===== src/rtl/axi_master_pkg.sv =====
// Shared types and AXI encodings for the FFT bridge initiator.
package axi_master_pkg;

    typedef enum logic [2:0] {
        M_IDLE,
        M_AW,
        M_W,
        M_B,
        M_WAIT,
        M_AR,
        M_R
    } master_fsm;

    localparam logic [1:0] BURST_INCR = 2'b01;
    localparam logic [2:0] SIZE_2B    = 3'd1;
    localparam logic [2:0] SIZE_4B    = 3'd2;

endpackage


===== src/rtl/axi_fft_master_if.sv =====
// AXI channel bundle between the FFT initiator and the FFT slave bridge.
interface axi_fft_master_if #(
    parameter int ADDR_WIDTH  = 12,
    parameter int WDATA_WIDTH = 16,
    parameter int RDATA_WIDTH = 32,
    parameter int ID_WIDTH    = 2
);

    logic [ADDR_WIDTH-1:0]    awaddr;
    logic [7:0]               awlen;
    logic [2:0]               awsize;
    logic [1:0]               awburst;
    logic [ID_WIDTH-1:0]      awid;
    logic                     awvalid;
    logic                     awready;

    logic [WDATA_WIDTH-1:0]   wdata;
    logic [WDATA_WIDTH/8-1:0] wstrb;
    logic                     wvalid;
    logic                     wlast;
    logic                     wready;

    logic                     bvalid;
    logic [ID_WIDTH-1:0]      bid;
    logic                     bready;

    logic [ADDR_WIDTH-1:0]    araddr;
    logic [7:0]               arlen;
    logic [2:0]               arsize;
    logic [1:0]               arburst;
    logic [ID_WIDTH-1:0]      arid;
    logic                     arvalid;
    logic                     arready;

    logic [RDATA_WIDTH-1:0]   rdata;
    logic [ID_WIDTH-1:0]      rid;
    logic                     rvalid;
    logic                     rlast;
    logic                     rready;

    modport master (
        output awaddr, awlen, awsize, awburst, awid, awvalid, input awready,
        output wdata, wstrb, wvalid, wlast, input wready,
        input  bvalid, bid, output bready,
        output araddr, arlen, arsize, arburst, arid, arvalid, input arready,
        input  rdata, rid, rvalid, rlast, output rready
    );

    modport slave (
        input  awaddr, awlen, awsize, awburst, awid, awvalid, output awready,
        input  wdata, wstrb, wvalid, wlast, output wready,
        output bvalid, bid, input bready,
        input  araddr, arlen, arsize, arburst, arid, arvalid, output arready,
        output rdata, rid, rvalid, rlast, input rready
    );

endinterface


===== src/rtl/axi_master_wbuf.sv =====
// W-channel feeder: prefetches samples from a 1-cycle-latency buffer and
// holds the current beat stable across WREADY stalls.
module axi_master_wbuf #(
    parameter int WDATA_WIDTH = 16
) (
    input  logic                   clk,
    input  logic                   rst,
    input  logic                   entry,
    input  logic [7:0]             len_m1,
    input  logic                   wready,
    input  logic [WDATA_WIDTH-1:0] src_data,
    output logic                   wvalid,
    output logic [WDATA_WIDTH-1:0] wdata,
    output logic                   wlast,
    output logic                   src_rd,
    output logic [7:0]             src_addr,
    output logic                   last_hs
);

    logic                   valid_q;
    logic                   fresh_q;
    logic [7:0]             cnt_q;
    logic [WDATA_WIDTH-1:0] hold_q;
    logic                   hs;
    logic                   at_last;

    assign hs      = valid_q && wready;
    assign at_last = (cnt_q == len_m1);

    assign wvalid  = valid_q;
    assign wlast   = valid_q && at_last;
    assign last_hs = hs && at_last;

    // Next sample is fetched in the same cycle the current beat is accepted,
    // so its data lands exactly when the following beat is presented.
    assign src_rd   = entry || (hs && !at_last);
    assign src_addr = entry ? 8'd0 : cnt_q + 8'd1;

    // Freshly read data comes straight from the buffer; after that the copy
    // in hold_q keeps WDATA stable no matter what the buffer output does.
    assign wdata = fresh_q ? src_data : hold_q;

    // NOTE: sequential state uses non-blocking assignments so every register
    // samples pre-edge values regardless of statement order.
    always_ff @(posedge clk or posedge rst) begin
        if (rst) begin
            valid_q <= 1'b0;
            fresh_q <= 1'b0;
            cnt_q   <= 8'd0;
            hold_q  <= '0;
        end else begin
            fresh_q <= src_rd;
            if (fresh_q) hold_q <= src_data;
            if (entry) begin
                valid_q <= 1'b1;
                cnt_q   <= 8'd0;
            end else if (hs) begin
                if (at_last) valid_q <= 1'b0;
                else         cnt_q   <= cnt_q + 8'd1;
            end
        end
    end

endmodule


===== src/rtl/axi_fft_master.sv =====
// AXI initiator: bursts samples into the FFT bridge, waits for the FFT,
// then bursts results back into the local result buffer.
module axi_fft_master
    import axi_master_pkg::*;
#(
    parameter int                  ADDR_WIDTH  = 12,
    parameter int                  WDATA_WIDTH = 16,
    parameter int                  RDATA_WIDTH = 32,
    parameter int                  ID_WIDTH    = 2,
    parameter logic [ID_WIDTH-1:0] WR_ID       = ID_WIDTH'(0),
    parameter logic [ID_WIDTH-1:0] RD_ID       = ID_WIDTH'(1)
) (
    input  logic                   clk,
    input  logic                   rst,
    input  logic                   start,
    input  logic [7:0]             len_m1,
    input  logic [ADDR_WIDTH-1:0]  wr_base,
    input  logic [ADDR_WIDTH-1:0]  rd_base,
    input  logic                   calc_end,
    output logic                   busy,
    output logic                   done,
    output logic                   err,
    output logic                   src_rd,
    output logic [7:0]             src_addr,
    input  logic [WDATA_WIDTH-1:0] src_data,
    output logic                   dst_we,
    output logic [7:0]             dst_addr,
    output logic [RDATA_WIDTH-1:0] dst_data,
    axi_fft_master_if.master       axi
);

    master_fsm             state_q, state_d;
    logic [7:0]            len_q;
    logic [ADDR_WIDTH-1:0] wr_base_q;
    logic [ADDR_WIDTH-1:0] rd_base_q;
    logic                  err_q;
    logic                  calc_q;
    logic                  done_q;
    logic                  w_entry_q;
    logic [7:0]            rcnt_q;
    logic                  rwrap_q;
    logic                  w_last_hs;
    logic                  r_hs;
    logic                  start_ok;

    assign start_ok = (state_q == M_IDLE) && start;
    assign r_hs     = (state_q == M_R) && axi.rvalid;

    axi_master_wbuf #(.WDATA_WIDTH(WDATA_WIDTH)) u_wbuf (
        .clk      (clk),
        .rst      (rst),
        .entry    (w_entry_q),
        .len_m1   (len_q),
        .wready   (axi.wready),
        .src_data (src_data),
        .wvalid   (axi.wvalid),
        .wdata    (axi.wdata),
        .wlast    (axi.wlast),
        .src_rd   (src_rd),
        .src_addr (src_addr),
        .last_hs  (w_last_hs)
    );

    assign axi.awvalid = (state_q == M_AW);
    assign axi.awaddr  = wr_base_q;
    assign axi.awlen   = len_q;
    assign axi.awsize  = SIZE_2B;
    assign axi.awburst = BURST_INCR;
    assign axi.awid    = WR_ID;
    assign axi.wstrb   = '1;
    assign axi.bready  = (state_q == M_B);
    assign axi.arvalid = (state_q == M_AR);
    assign axi.araddr  = rd_base_q;
    assign axi.arlen   = len_q;
    assign axi.arsize  = SIZE_4B;
    assign axi.arburst = BURST_INCR;
    assign axi.arid    = RD_ID;
    assign axi.rready  = (state_q == M_R);

    // Beats beyond the 256th cannot be addressed, so they are dropped.
    assign dst_we   = r_hs && !rwrap_q;
    assign dst_addr = rcnt_q;
    assign dst_data = axi.rdata;

    assign busy = (state_q != M_IDLE);
    assign done = done_q;
    assign err  = err_q;

    // NOTE: the next-state default is assigned first so no path through the
    // case leaves state_d unassigned and infers a latch.
    always_comb begin
        state_d = state_q;
        unique case (state_q)
            M_IDLE:  if (start)          state_d = M_AW;
            M_AW:    if (axi.awready)    state_d = M_W;
            M_W:     if (w_last_hs)      state_d = M_B;
            M_B:     if (axi.bvalid)     state_d = M_WAIT;
            M_WAIT:  if (calc_q)         state_d = M_AR;
            M_AR:    if (axi.arready)    state_d = M_R;
            M_R:     if (r_hs && axi.rlast) state_d = M_IDLE;
            default:                     state_d = M_IDLE;
        endcase
    end

    always_ff @(posedge clk or posedge rst) begin
        if (rst) begin
            state_q   <= M_IDLE;
            len_q     <= 8'd0;
            wr_base_q <= '0;
            rd_base_q <= '0;
            err_q     <= 1'b0;
            calc_q    <= 1'b0;
            done_q    <= 1'b0;
            w_entry_q <= 1'b0;
            rcnt_q    <= 8'd0;
            rwrap_q   <= 1'b0;
        end else begin
            state_q   <= state_d;
            done_q    <= r_hs && axi.rlast;
            w_entry_q <= (state_q == M_AW) && axi.awready;

            if (start_ok) begin
                len_q     <= len_m1;
                wr_base_q <= wr_base;
                rd_base_q <= rd_base;
                err_q     <= 1'b0;
                calc_q    <= 1'b0;
            end else begin
                // An FFT completion seen while still writing is remembered.
                if (calc_end && (state_q inside {M_AW, M_W, M_B, M_WAIT}))
                    calc_q <= 1'b1;
                if ((state_q == M_B) && axi.bvalid && (axi.bid != WR_ID))
                    err_q <= 1'b1;
                if (r_hs && ((axi.rid != RD_ID) || rwrap_q ||
                             (axi.rlast && (rcnt_q != len_q))))
                    err_q <= 1'b1;
            end

            if (state_q == M_AR) begin
                rcnt_q  <= 8'd0;
                rwrap_q <= 1'b0;
            end else if (r_hs) begin
                rcnt_q <= rcnt_q + 8'd1;
                if (rcnt_q == 8'hFF) rwrap_q <= 1'b1;
            end
        end
    end

endmodule

===== src/flat_wrapper.sv =====
// flat-port wrapper written by rule: the top's interface ports become plain ports
module axi_fft_master_flat import axi_master_pkg::*;
#(
    parameter int                  ADDR_WIDTH  = 12,
    parameter int                  WDATA_WIDTH = 16,
    parameter int                  RDATA_WIDTH = 32,
    parameter int                  ID_WIDTH    = 2,
    parameter logic [ID_WIDTH-1:0] WR_ID       = ID_WIDTH'(0),
    parameter logic [ID_WIDTH-1:0] RD_ID       = ID_WIDTH'(1)
)
  (clk, rst, start, len_m1, wr_base, rd_base, calc_end, busy, done, err, src_rd, src_addr, src_data, dst_we, dst_addr, dst_data, axi_awaddr, axi_awlen, axi_awsize, axi_awburst, axi_awid, axi_awvalid, axi_awready, axi_wdata, axi_wstrb, axi_wvalid, axi_wlast, axi_wready, axi_bvalid, axi_bid, axi_bready, axi_araddr, axi_arlen, axi_arsize, axi_arburst, axi_arid, axi_arvalid, axi_arready, axi_rdata, axi_rid, axi_rvalid, axi_rlast, axi_rready);
  axi_fft_master_if #(.ADDR_WIDTH(ADDR_WIDTH), .WDATA_WIDTH(WDATA_WIDTH), .RDATA_WIDTH(RDATA_WIDTH), .ID_WIDTH(ID_WIDTH)) axi_i ();
  input  logic clk;
  input  logic rst;
  input  logic start;
  input  logic [7:0] len_m1;
  input  logic [ADDR_WIDTH-1:0] wr_base;
  input  logic [ADDR_WIDTH-1:0] rd_base;
  input  logic calc_end;
  output logic busy;
  output logic done;
  output logic err;
  output logic src_rd;
  output logic [7:0] src_addr;
  input  logic [WDATA_WIDTH-1:0] src_data;
  output logic dst_we;
  output logic [7:0] dst_addr;
  output logic [RDATA_WIDTH-1:0] dst_data;
  output wire logic [$bits(axi_i.awaddr)-1:0] axi_awaddr;
  output wire logic [$bits(axi_i.awlen)-1:0] axi_awlen;
  output wire logic [$bits(axi_i.awsize)-1:0] axi_awsize;
  output wire logic [$bits(axi_i.awburst)-1:0] axi_awburst;
  output wire logic [$bits(axi_i.awid)-1:0] axi_awid;
  output wire logic [$bits(axi_i.awvalid)-1:0] axi_awvalid;
  input wire logic [$bits(axi_i.awready)-1:0] axi_awready;
  output wire logic [$bits(axi_i.wdata)-1:0] axi_wdata;
  output wire logic [$bits(axi_i.wstrb)-1:0] axi_wstrb;
  output wire logic [$bits(axi_i.wvalid)-1:0] axi_wvalid;
  output wire logic [$bits(axi_i.wlast)-1:0] axi_wlast;
  input wire logic [$bits(axi_i.wready)-1:0] axi_wready;
  input wire logic [$bits(axi_i.bvalid)-1:0] axi_bvalid;
  input wire logic [$bits(axi_i.bid)-1:0] axi_bid;
  output wire logic [$bits(axi_i.bready)-1:0] axi_bready;
  output wire logic [$bits(axi_i.araddr)-1:0] axi_araddr;
  output wire logic [$bits(axi_i.arlen)-1:0] axi_arlen;
  output wire logic [$bits(axi_i.arsize)-1:0] axi_arsize;
  output wire logic [$bits(axi_i.arburst)-1:0] axi_arburst;
  output wire logic [$bits(axi_i.arid)-1:0] axi_arid;
  output wire logic [$bits(axi_i.arvalid)-1:0] axi_arvalid;
  input wire logic [$bits(axi_i.arready)-1:0] axi_arready;
  input wire logic [$bits(axi_i.rdata)-1:0] axi_rdata;
  input wire logic [$bits(axi_i.rid)-1:0] axi_rid;
  input wire logic [$bits(axi_i.rvalid)-1:0] axi_rvalid;
  input wire logic [$bits(axi_i.rlast)-1:0] axi_rlast;
  output wire logic [$bits(axi_i.rready)-1:0] axi_rready;
  assign axi_awaddr = axi_i.awaddr;
  assign axi_awlen = axi_i.awlen;
  assign axi_awsize = axi_i.awsize;
  assign axi_awburst = axi_i.awburst;
  assign axi_awid = axi_i.awid;
  assign axi_awvalid = axi_i.awvalid;
  assign axi_i.awready = axi_awready;
  assign axi_wdata = axi_i.wdata;
  assign axi_wstrb = axi_i.wstrb;
  assign axi_wvalid = axi_i.wvalid;
  assign axi_wlast = axi_i.wlast;
  assign axi_i.wready = axi_wready;
  assign axi_i.bvalid = axi_bvalid;
  assign axi_i.bid = axi_bid;
  assign axi_bready = axi_i.bready;
  assign axi_araddr = axi_i.araddr;
  assign axi_arlen = axi_i.arlen;
  assign axi_arsize = axi_i.arsize;
  assign axi_arburst = axi_i.arburst;
  assign axi_arid = axi_i.arid;
  assign axi_arvalid = axi_i.arvalid;
  assign axi_i.arready = axi_arready;
  assign axi_i.rdata = axi_rdata;
  assign axi_i.rid = axi_rid;
  assign axi_i.rvalid = axi_rvalid;
  assign axi_i.rlast = axi_rlast;
  assign axi_rready = axi_i.rready;
  axi_fft_master #(.ADDR_WIDTH(ADDR_WIDTH), .WDATA_WIDTH(WDATA_WIDTH), .RDATA_WIDTH(RDATA_WIDTH), .ID_WIDTH(ID_WIDTH), .WR_ID(WR_ID), .RD_ID(RD_ID)) u_core (.clk(clk), .rst(rst), .start(start), .len_m1(len_m1), .wr_base(wr_base), .rd_base(rd_base), .calc_end(calc_end), .busy(busy), .done(done), .err(err), .src_rd(src_rd), .src_addr(src_addr), .src_data(src_data), .dst_we(dst_we), .dst_addr(dst_addr), .dst_data(dst_data), .axi(axi_i));
endmodule

===== config.mk =====
export PLATFORM = sky130hd
export DESIGN_NAME = axi_fft_master_flat
export DESIGN_NICKNAME = d
export VERILOG_FILES = /design/src/rtl/axi_master_pkg.sv /design/src/rtl/axi_fft_master_if.sv /design/src/rtl/axi_master_wbuf.sv /design/src/rtl/axi_fft_master.sv /design/src/flat_wrapper.sv
export SDC_FILE = /design/constraint.sdc
export NUM_CORES = 1
export LEC_CHECK = 0
export ABC_AREA = 1
export CAP_MARGIN = 20
export CORE_MARGIN = 10
export CORE_UTILIZATION = 45
export DETAILED_ROUTE_END_ITERATION = 8
export DONT_BUFFER_PORTS = 1
export MAX_ROUTING_LAYER = met4
export PLACE_DENSITY = 0.59
export SLEW_MARGIN = 15
export SYNTH_ARGS = -nofsm -noshare
export SYNTH_HDL_FRONTEND = slang
export SYNTH_HIERARCHICAL = 1
export SYNTH_SLANG_ARGS = --single-unit

===== constraint.sdc =====
create_clock -name clk -period 1.6 [get_ports clk]
set_input_delay 0.32 -clock clk [delete_from_list [all_inputs] [get_ports clk]]
set_output_delay 0.32 -clock clk [all_outputs]
set_load 0.01 [all_outputs]

# After elaboration in Yosys (flattened, before gate mapping)
# Cells that the tools add are included.
[word_totals]
in_bits = 94
wordCells = 93
register_bits = 74
[classes]
n_reduce_logical = 33
n_addsub = 2
n_eq_ne = 18
n_mux = 26
[ops]
columns = ["op", "count"]
rows = [
  ["8-bit 2-to-1 mux", 6],
  ["3-bit 2-to-1 mux", 7],
  ["3-bit one-hot mux with 7 select lines", 1],
  ["8-bit by 1-bit adder with 8-bit output, second input constant", 2],
  ["16-bit 2-to-1 mux", 1],
  ["1-bit logical AND", 14],
  ["2-bit by 1-bit inequality test with 1-bit output, second input constant", 6],
  ["2-bit nonzero test", 6],
  ["1-bit 2-to-1 mux", 11],
  ["3-bit equality test, second input constant", 3],
  ["8-bit equality test", 1],
  ["8-bit equality test, second input constant", 1],
  ["8-bit inequality test", 1],
  ["7-bit AND reduction", 1],
  ["3-bit by 2-bit equality test with 1-bit output, second input constant", 2],
  ["2-bit inequality test, second input constant", 3],
  ["2-bit AND reduction", 3],
  ["3-bit nonzero test", 2],
  ["4-bit nonzero test", 1],
  ["3-bit by 1-bit equality test with 1-bit output, second input constant", 1],
  ["3-bit logical NOT", 1],
  ["1-bit logical OR", 3],
  ["1-bit logical NOT", 2],
]

# Depth between registers and ports, before layout
# Gate-level depths: netlist of run 1.
[logic_depth]
word_depth = 6
mapped_depth = 13
mapped_depth_nobuf = 12

# Hierarchy
# The synthesis of run 1 kept the hierarchy.
[by_module_without_submodules]
columns = ["module", "cells_per_inst", "instances", "area_each_um2", "seq_area_each_um2"]
rows = [
  ["axi_fft_master", 342, 1, 2690.1, 1201.2],
  ["axi_master_wbuf", 140, 1, 1316.3, 650.6],
]

# Least setup slack after synthesis of run 1
# Ideal clock, no wire load.
[synth_timing]
kind = "reg-to-reg"
from = "register u_core.len_q[7], in the netlist u_core/axi.arlen[7]"
to = "register u_core.state_q[1]"
t_arrival_ns = 1.557
stages_incl_launch_ff = 12
required_ns = 1.483
synth_period_minus_slack_ns = 1.674
setup_slack_ns = -0.074
n_path_buf = 1
path_cell_list = "dfrtp_1 xnor2_1 nand2_1 nor2_2 nand2_2 buf_6 nor3_2 o21ai_0 nor2_1 nand2_1 nand2_1 nand2_1"
[synth_via]
elab_chain_len = 4
[synth_rtl]
columns = ["item", "line_no", "source"]
rows = [
  ["from (decl)", "axi_fft_master.sv:33", "logic [7:0] len_q;"],
  ["from (signal assigned)", "axi_fft_master.sv:123", "len_q <= len_m1;"],
  ["8-bit equality test", "axi_master_wbuf.sv:28", "assign at_last = (cnt_q == len_m1);"],
  ["1-bit logical AND", "axi_master_wbuf.sv:32", "assign last_hs = hs && at_last;"],
  ["named net u_core.w_last_hs", "axi_fft_master.sv:42", "logic w_last_hs;"],
  ["2-bit inequality test (no line)", "n/a", ""],
  ["7-bit AND reduction (no line)", "n/a", ""],
  ["to (signal assigned)", "axi_fft_master.sv:118", "state_q <= state_d;"],
  ["to (decl)", "axi_fft_master.sv:32", "master_fsm state_q, state_d;"],
]
# The timed path passes the listed nets, and every way through them passes these cells.
# A chain may end at the register's enable or synchronous reset.

# Worst setup path after layout of run 1
[layout_timing]
from = "register u_core.u_wbuf.cnt_q[0]"
to = "output port axi_wlast"
[layout_via]
elab_chain_len = 2
[layout_rtl]
columns = ["item", "line_no", "source"]
rows = [
  ["from (decl)", "axi_master_wbuf.sv:22", "logic [7:0] cnt_q;"],
  ["from (signal assigned)", "axi_master_wbuf.sv:59", "else cnt_q <= cnt_q + 8'd1;"],
  ["8-bit equality test", "axi_master_wbuf.sv:28", ""],
  ["1-bit logical AND", "axi_master_wbuf.sv:31", "assign wlast = valid_q && at_last;"],
  ["to (decl)", "flat_wrapper.sv:39", "output wire logic [$bits(axi_i.wlast)-1:0] axi_wlast;"],
]
# No other way between the ends.

==> out/metrics.yaml, run 1 <==
pin_count: 225
overflow: 0
via_per_inst: 5.09
ys_seq_elements: 74
comb_power_share_pct: 43.6
layout_commonest_cell: "nand2_1"
critPathKind: "reg2out"
fin_area_sq_um: 4770
crit_arrival_ps: 1550
grtUsageTotal_pct: 16.4
avgSynthCellArea_sq_um: 8.31
area_growth_pct: 19.1
final_antenna_net_count: 0
grt_pass1_vias: 3112
cts_made_buffers: 9
setup_violations: 20
coreArea_sq_um: 8680
slew_viol_final: 0
initial_core_util_pct: 46.2
placed_cell_area_sq_um: 3960
finalCritPeriodShare_pct: 117
io_buffers: 0
powerDensity_nw_per_um2: 1900
synth_top_area_share_pct: 46.2
dp_cells: 568
pwr-share-clk_pct: 19.5
p_int_mw: 5.38
fp.dieH_um: 114
layout.nets: 593
hold_viol: 0
timing.hold.ws_ps: 82.8
cts_buffer_depth: 2
final_util_pct: 55.0
wl_per_cell_um: 18.0
instances_no_fill: 610
p_switching_mw: 3.67
min_period_ps: 1870
seq_power_share_pct: 36.8
synth_area_sq_um: 4010
drtPass1Iterations: 4
dp_hpwl_mm: 7.87
cts_tree: "done"
drive_gt1_share_pct: 31.3
synthTopCellsByArea: "dfrtp_1 (46%), nand2_1 (15%), buf_4 (10%)"
fin_skew_ps: 12.1
ir_drop_mv: 0.670
rsz0062_at_grt: "yes"
slew_headroom_pct: 61.1
h-tree-depth: 3
cts_root_buf: "clkbuf_8"
row_count: 34
gp_congestion: 0.889
maxCapViolations: 0
path_buf_inv: 2
antenna_found_initial: 0
cts_sinks: 74
worstHoldPathType: "in2reg"
grt_max_degree: 33
critPathTopFamily: "flip-flops"
drt_wl_total_mm: 11.0
ys_warn_count: 6
p_leak_nw: 2.43
dieArea_sq_um: 13100
synth_cell_types: 33
slowest_delay_ps: 450
drcViolationCount: 0
p_sw_share_pct: 40.6
yosys.area.top_type: "dfrtp_1"
worstPathRequired_ps: 1280
ys_seq_area_share_pct: 46.2
layout_setup_ws_ps: -268
outcome: "finished with violations"
tightest_slew_ps: 583
grt_pass1_wl_mm: 16.6
drt_iter0_drc: 202
diodes: 0
slowest_stage: "dfrtp_2"
crit_top_cell: "buf_6"
cp-end-kind: "output port"
clk_pin_slew_ps: 80
die_x_um: 114
setup.worst_path.start_class: "flip-flop"
cp_max_fo: 3
route.vias.total: 3107
final_cell_mix: "nand2_1 (156), dfrtp_1 (61), buf_4 (39)"
clkLatencyLatePin_ps: 350
fmax_ghz: 0.535
crit_path_cell_trace: "xnor2_2 > nand2_1 > nor2_2 > nand2_2 > buf_6 > nor2_4 > buf_6"
violations: "negative setup slack"
synthCells: 482
[timing repair]
action | in CTS | in global routing
pin swaps | 16 | 16
endpoints found under the hold margin | 50 | 0
buffers inserted | 15 | 10
setup endpoints to repair | 30 | 45
gates cloned | 1 | 1
gates resized for setup | 63 | 32
hold buffers | 1 | 0
[synthesized netlist by cell type (all sizes together)]
| master | instances |
|---|---|
| o21ai | 20 |
| inv | 39 |
| nand2 | 167 |
| dfrtp | 74 |
| nor2 | 31 |
| xor2 | 1 |
| nor3 | 2 |
| a21oi | 12 |
| o31ai | 1 |
| clkinv | 1 |
| nand4 | 4 |
| nor3b | 1 |
| xnor2 | 8 |
| ha | 2 |
| nand3 | 32 |
| o21bai | 1 |
| mux2 | 16 |
| buf | 68 |
| conb | 2 |
[sequential cells by signal, indices dropped and copies added (netlist names)]
signal,cells
u_core/state_q,3
u_core/u_wbuf/cnt_q,8
u_core/axi.arlen,8
u_core/done,1
u_core/w_entry_q,1
u_core/axi.araddr,12
u_core/rwrap_q,1
u_core/u_wbuf/wvalid,1
u_core/calc_q,1
u_core/u_wbuf/fresh_q,1
u_core/err,1
u_core/axi.awaddr,12
u_core/u_wbuf/hold_q,16
u_core/dst_addr,8
[kinds of logic (layout without fill, tap and decap cells)]
| kind of cell | after synthesis | count (layout) | share of synthesized area, % |
|---|---|---|---|
| AO/OA/AOI/OAI | 34 | 34 | 4.47 |
| XOR/XNOR | 9 | 9 | 1.97 |
| adder cells (fa/ha/maj) | 2 | 2 | 0.625 |
| buffers and inverters | 108 | 114 | 16.5 |
| flip-flops | 74 | 74 | 46.2 |
| multiplexers | 16 | 16 | 4.50 |
| other | 2 | 16 | 0.187 |
| AND/OR/NAND/NOR | 237 | 237 | 25.6 |
[worst reg2reg max path, stage by stage, from the launching register on]
cell and delay [ps]:
dfrtp_2 450, xnor2_2 160, nand2_1 90, nor2_2 110, nand2_2 90, buf_4 140
buf_6 110, nor3_4 150, o21ai_1 80, nor2_1 120, buf_4 150, nand3_2 80
nand2_1 80
[layer usage]
metal / wire (um) / GRT usage [%]
met4: 99 / 3.93
met1: 4490 / 19.6
met3: 1050 / 6.87
met2: 5310 / 25.2
met5: 0 / -
[worst paths after layout]
| path | to | slack [ps] | from | depth (start not counted) |
|---|---|---|---|---|
| worst max-delay path | axi_wlast | -270 | u_core/u_wbuf/cnt_q[0]$_DFFE_PP0P_ | 7 |
| worst min-delay path | u_core/axi.araddr[3]$_DFFE_PP0P_ | 80 | rd_base[3] | 2 |
| worst max register to register | u_core/state_q[2]$_DFFE_PP0P_ | -260 | u_core/u_wbuf/cnt_q[0]$_DFFE_PP0P_ | 12 |
| worst min register to register | u_core/u_wbuf/hold_q[2]$_DFF_PP0_ | 520 | u_core/u_wbuf/hold_q[2]$_DFF_PP0_ | 1 |
| max in group asynchronous | u_core/axi.arlen[4]$_DFFE_PP0P_ | 510 | rst | 3 |
| min in group asynchronous | u_core/u_wbuf/hold_q[4]$_DFF_PP0_ | 520 | rst | 3 |
[stage by stage]
stage	worst slack (ps)	setup TNS (ps)	total power, mW
2_1_floorplan	-22.6	-64.6	5.65
3_3_place_gp	47.0	0	6.31
3_5_place_dp	-29.6	-62.8	6.41
4_1_cts	-316	-2820	8.75
5_1_grt	-368	-4220	9.72
6_report	-268	-2380	9.05
[power by group through the flow]
stage,Sequential (mW),Combinational [mW],Clock (mW)
after floorplan,3.26,2.39,0
after global routing,3.42,4.38,1.92
final,3.33,3.95,1.77
after CTS,3.35,3.58,1.82
after detailed placement,3.33,3.07,0
after global placement,3.32,2.99,0
[area by class of cell]
type / count / area (sq um)
multi-input combinational: 314 / 1810
inverter: 40 / 160
clock buffer: 10 / 128
tap: 108 / 135
fill: 789 / 3910
sequential: 74 / 1870
clock inverter: 6 / 115
timing repair buffer: 58 / 554
Note: power is estimated with default switching activity, not from simulation.
==> run 2: changes to the inputs <==
- CELL_PAD_IN_SITES_DETAIL_PLACEMENT: not set -> 1
- CELL_PAD_IN_SITES_GLOBAL_PLACEMENT: not set -> 1
- CORE_ASPECT_RATIO: not set -> 1.4
- CORE_UTILIZATION: 45 -> 40
- PLACE_DENSITY: 0.59 -> 0.73
==> run 2 against run 1 <==
The run still ends with negative setup slack left. Combinational power is 2% lower. Register-to-register slack worse by 30 ps. Maximum frequency is 1.3% lower. First-iteration DRC count is 55% lower. Non-clock buffer count is 4 higher.
==> out/metrics.yaml, run 2 (synthesized netlist as in run 1, its figures left out) <==
outcome: "finished with violations"
violations: "negative setup slack"
setup_violations: 12
slowest_delay_ps: 380
path_buf_inv: 1
drcViolationCount: 0
drt_iter0_drc: 91
antenna_found_initial: 0
cp-end-kind: "output port"
layout.area.seq_sq_um: 1860
slew_viol_final: 0
wl_per_cell_um: 18.6
grt_max_degree: 28
cp_max_fo: 4
regMostFlops: "u_core/u_wbuf/hold_q"
h-tree-depth: 3
setup.worst_path.start_class: "flip-flop"
drtPass1Iterations: 4
maxCapViolations: 0
ir_drop_mv: 0.746
dp_slack_ps: -116
clk_pin_slew_ps: 60
drive_gt1_share_pct: 29.8
cts_sinks: 74
cts_root_buf: "clkbuf_16"
dp_cells: 600
layout_commonest_cell: "nand2_1"
overflow: 0
fin_skew_ps: 5.44
p_leak_nw: 2.35
final_antenna_net_count: 0
instances_no_fill: 641
route.vias.total: 3167
via_per_inst: 4.94
min_period_ps: 1890
clkLatencyLatePin_ps: 330
finalCritPeriodShare_pct: 118
critPathKind: "reg2out"
layout_setup_ws_ps: -293
fmax_ghz: 0.528
fp.dieH_um: 138
powerDensity_nw_per_um2: 1970
initial_core_util_pct: 40.7
layout.nets: 597
io_buffers: 0
pin_count: 225
diodes: 0
grt_pass1_wl_mm: 18.3
worstHoldPathType: "in2reg"
critPathTopFamily: "simple AND/OR/NAND/NOR gates"
rsz0062_at_grt: "yes"
area_growth_pct: 15.3
dieArea_sq_um: 14500
slowest_stage: "dfrtp_1"
grtUsageTotal_pct: 16.1
cts_buffer_depth: 2
hold_viol: 0
gp_congestion: 0.857
largest_reg_flops: 16
dp_hpwl_mm: 9.00
row_count: 43
crit_path_cell_trace: "xnor2_1 > nand2_1 > nor2_4 > nand2_4 > nor2_2 > buf_4"
die_x_um: 105
fillCellCount: 1177
crit_arrival_ps: 1570
grt_pass1_vias: 3459
cts_made_buffers: 9
multi_input_area_sq_um: 1660
worstPathRequired_ps: 1280
final_cell_mix: "nand2_1 (153), dfrtp_1 (64), buf_4 (57)"
drt_wl_total_mm: 11.9
cts_tree: "done"
coreArea_sq_um: 9850
run 2: cell types whose count changed in the layout (fill, tap and decap cells not counted), moves of 5 or more:
cell	delta
buf_4	+18
mux2_2	+16
mux2_4	-16
buf_6	-9
clkbuf_16	+7
nand2_2	+7
clkbuf_8	-6
nand2_4	-5
run 2: through the flow:
stage	TNS (ps)	utilization (%)	cell area (sq um)	total power, mW	hold slack (ps)
after floorplan	-64.6	-	4070	5.65	360
after global placement	0	40.7	4010	6.38	240
after detailed placement	-289	40.7	4010	6.54	256
after CTS	-2060	45.3	4460	8.81	96.4
after global routing	-3680	46.9	4620	9.74	108
final	-2620	46.9	4620	9.08	107
run 2: where the power goes:
group	switching (mW)	internal, mW	leakage [nW]	total, mW
combinational	2.34	1.55	1.29	3.89
sequential	0.684	2.60	0.912	3.28
clock	0.734	1.17	0.143	1.91
total	3.75	5.33	2.35	9.08
run 2: per-layer routing:
metal	global-route usage [%]	vias up	wire length (um)
met4	6.74	0	276
li1	-	1475	-
met1	15.8	1509	4410
met2	27.4	159	6100
met5	-	-	0
met3	6.74	24	1150
run 2: final timing paths:
| path | startpoint | endpoint | slack [ps] | cells past startpoint |
|---|---|---|---|---|
| min in group asynchronous | rst | u_core/axi.arlen[5]$_DFFE_PP0P_ | 490 | 2 |
| worst max register to register | u_core/u_wbuf/cnt_q[1]$_DFFE_PP0P_ | u_core/u_wbuf/cnt_q[7]$_DFFE_PP0P_ | -290 | 15 |
| worst min-delay path | rd_base[10] | u_core/axi.araddr[10]$_DFFE_PP0P_ | 110 | 2 |
| max in group asynchronous | rst | u_core/state_q[0]$_DFFE_PP0P_ | 470 | 3 |
| worst min register to register | u_core/u_wbuf/hold_q[15]$_DFF_PP0_ | u_core/u_wbuf/hold_q[15]$_DFF_PP0_ | 550 | 1 |
| worst max-delay path | u_core/u_wbuf/cnt_q[6]$_DFFE_PP0P_ | axi_wlast | -290 | 6 |
run 2: timing repair:
action,in CTS,in global routing
pin swaps,7,12
endpoints found under the hold margin,45,0
hold buffers,1,0
buffers inserted,14,10
endpoints found under the setup margin,30,24
resized for setup,22,22
run 2: cell type report:
type,count,area share (%)
clock buffers,14,5.93
clock inverters,2,0.217
inverters,40,3.47
multi-input cells,314,35.9
flip-flops and latches,74,40.4
well taps,135,3.66
repair buffers,62,10.5
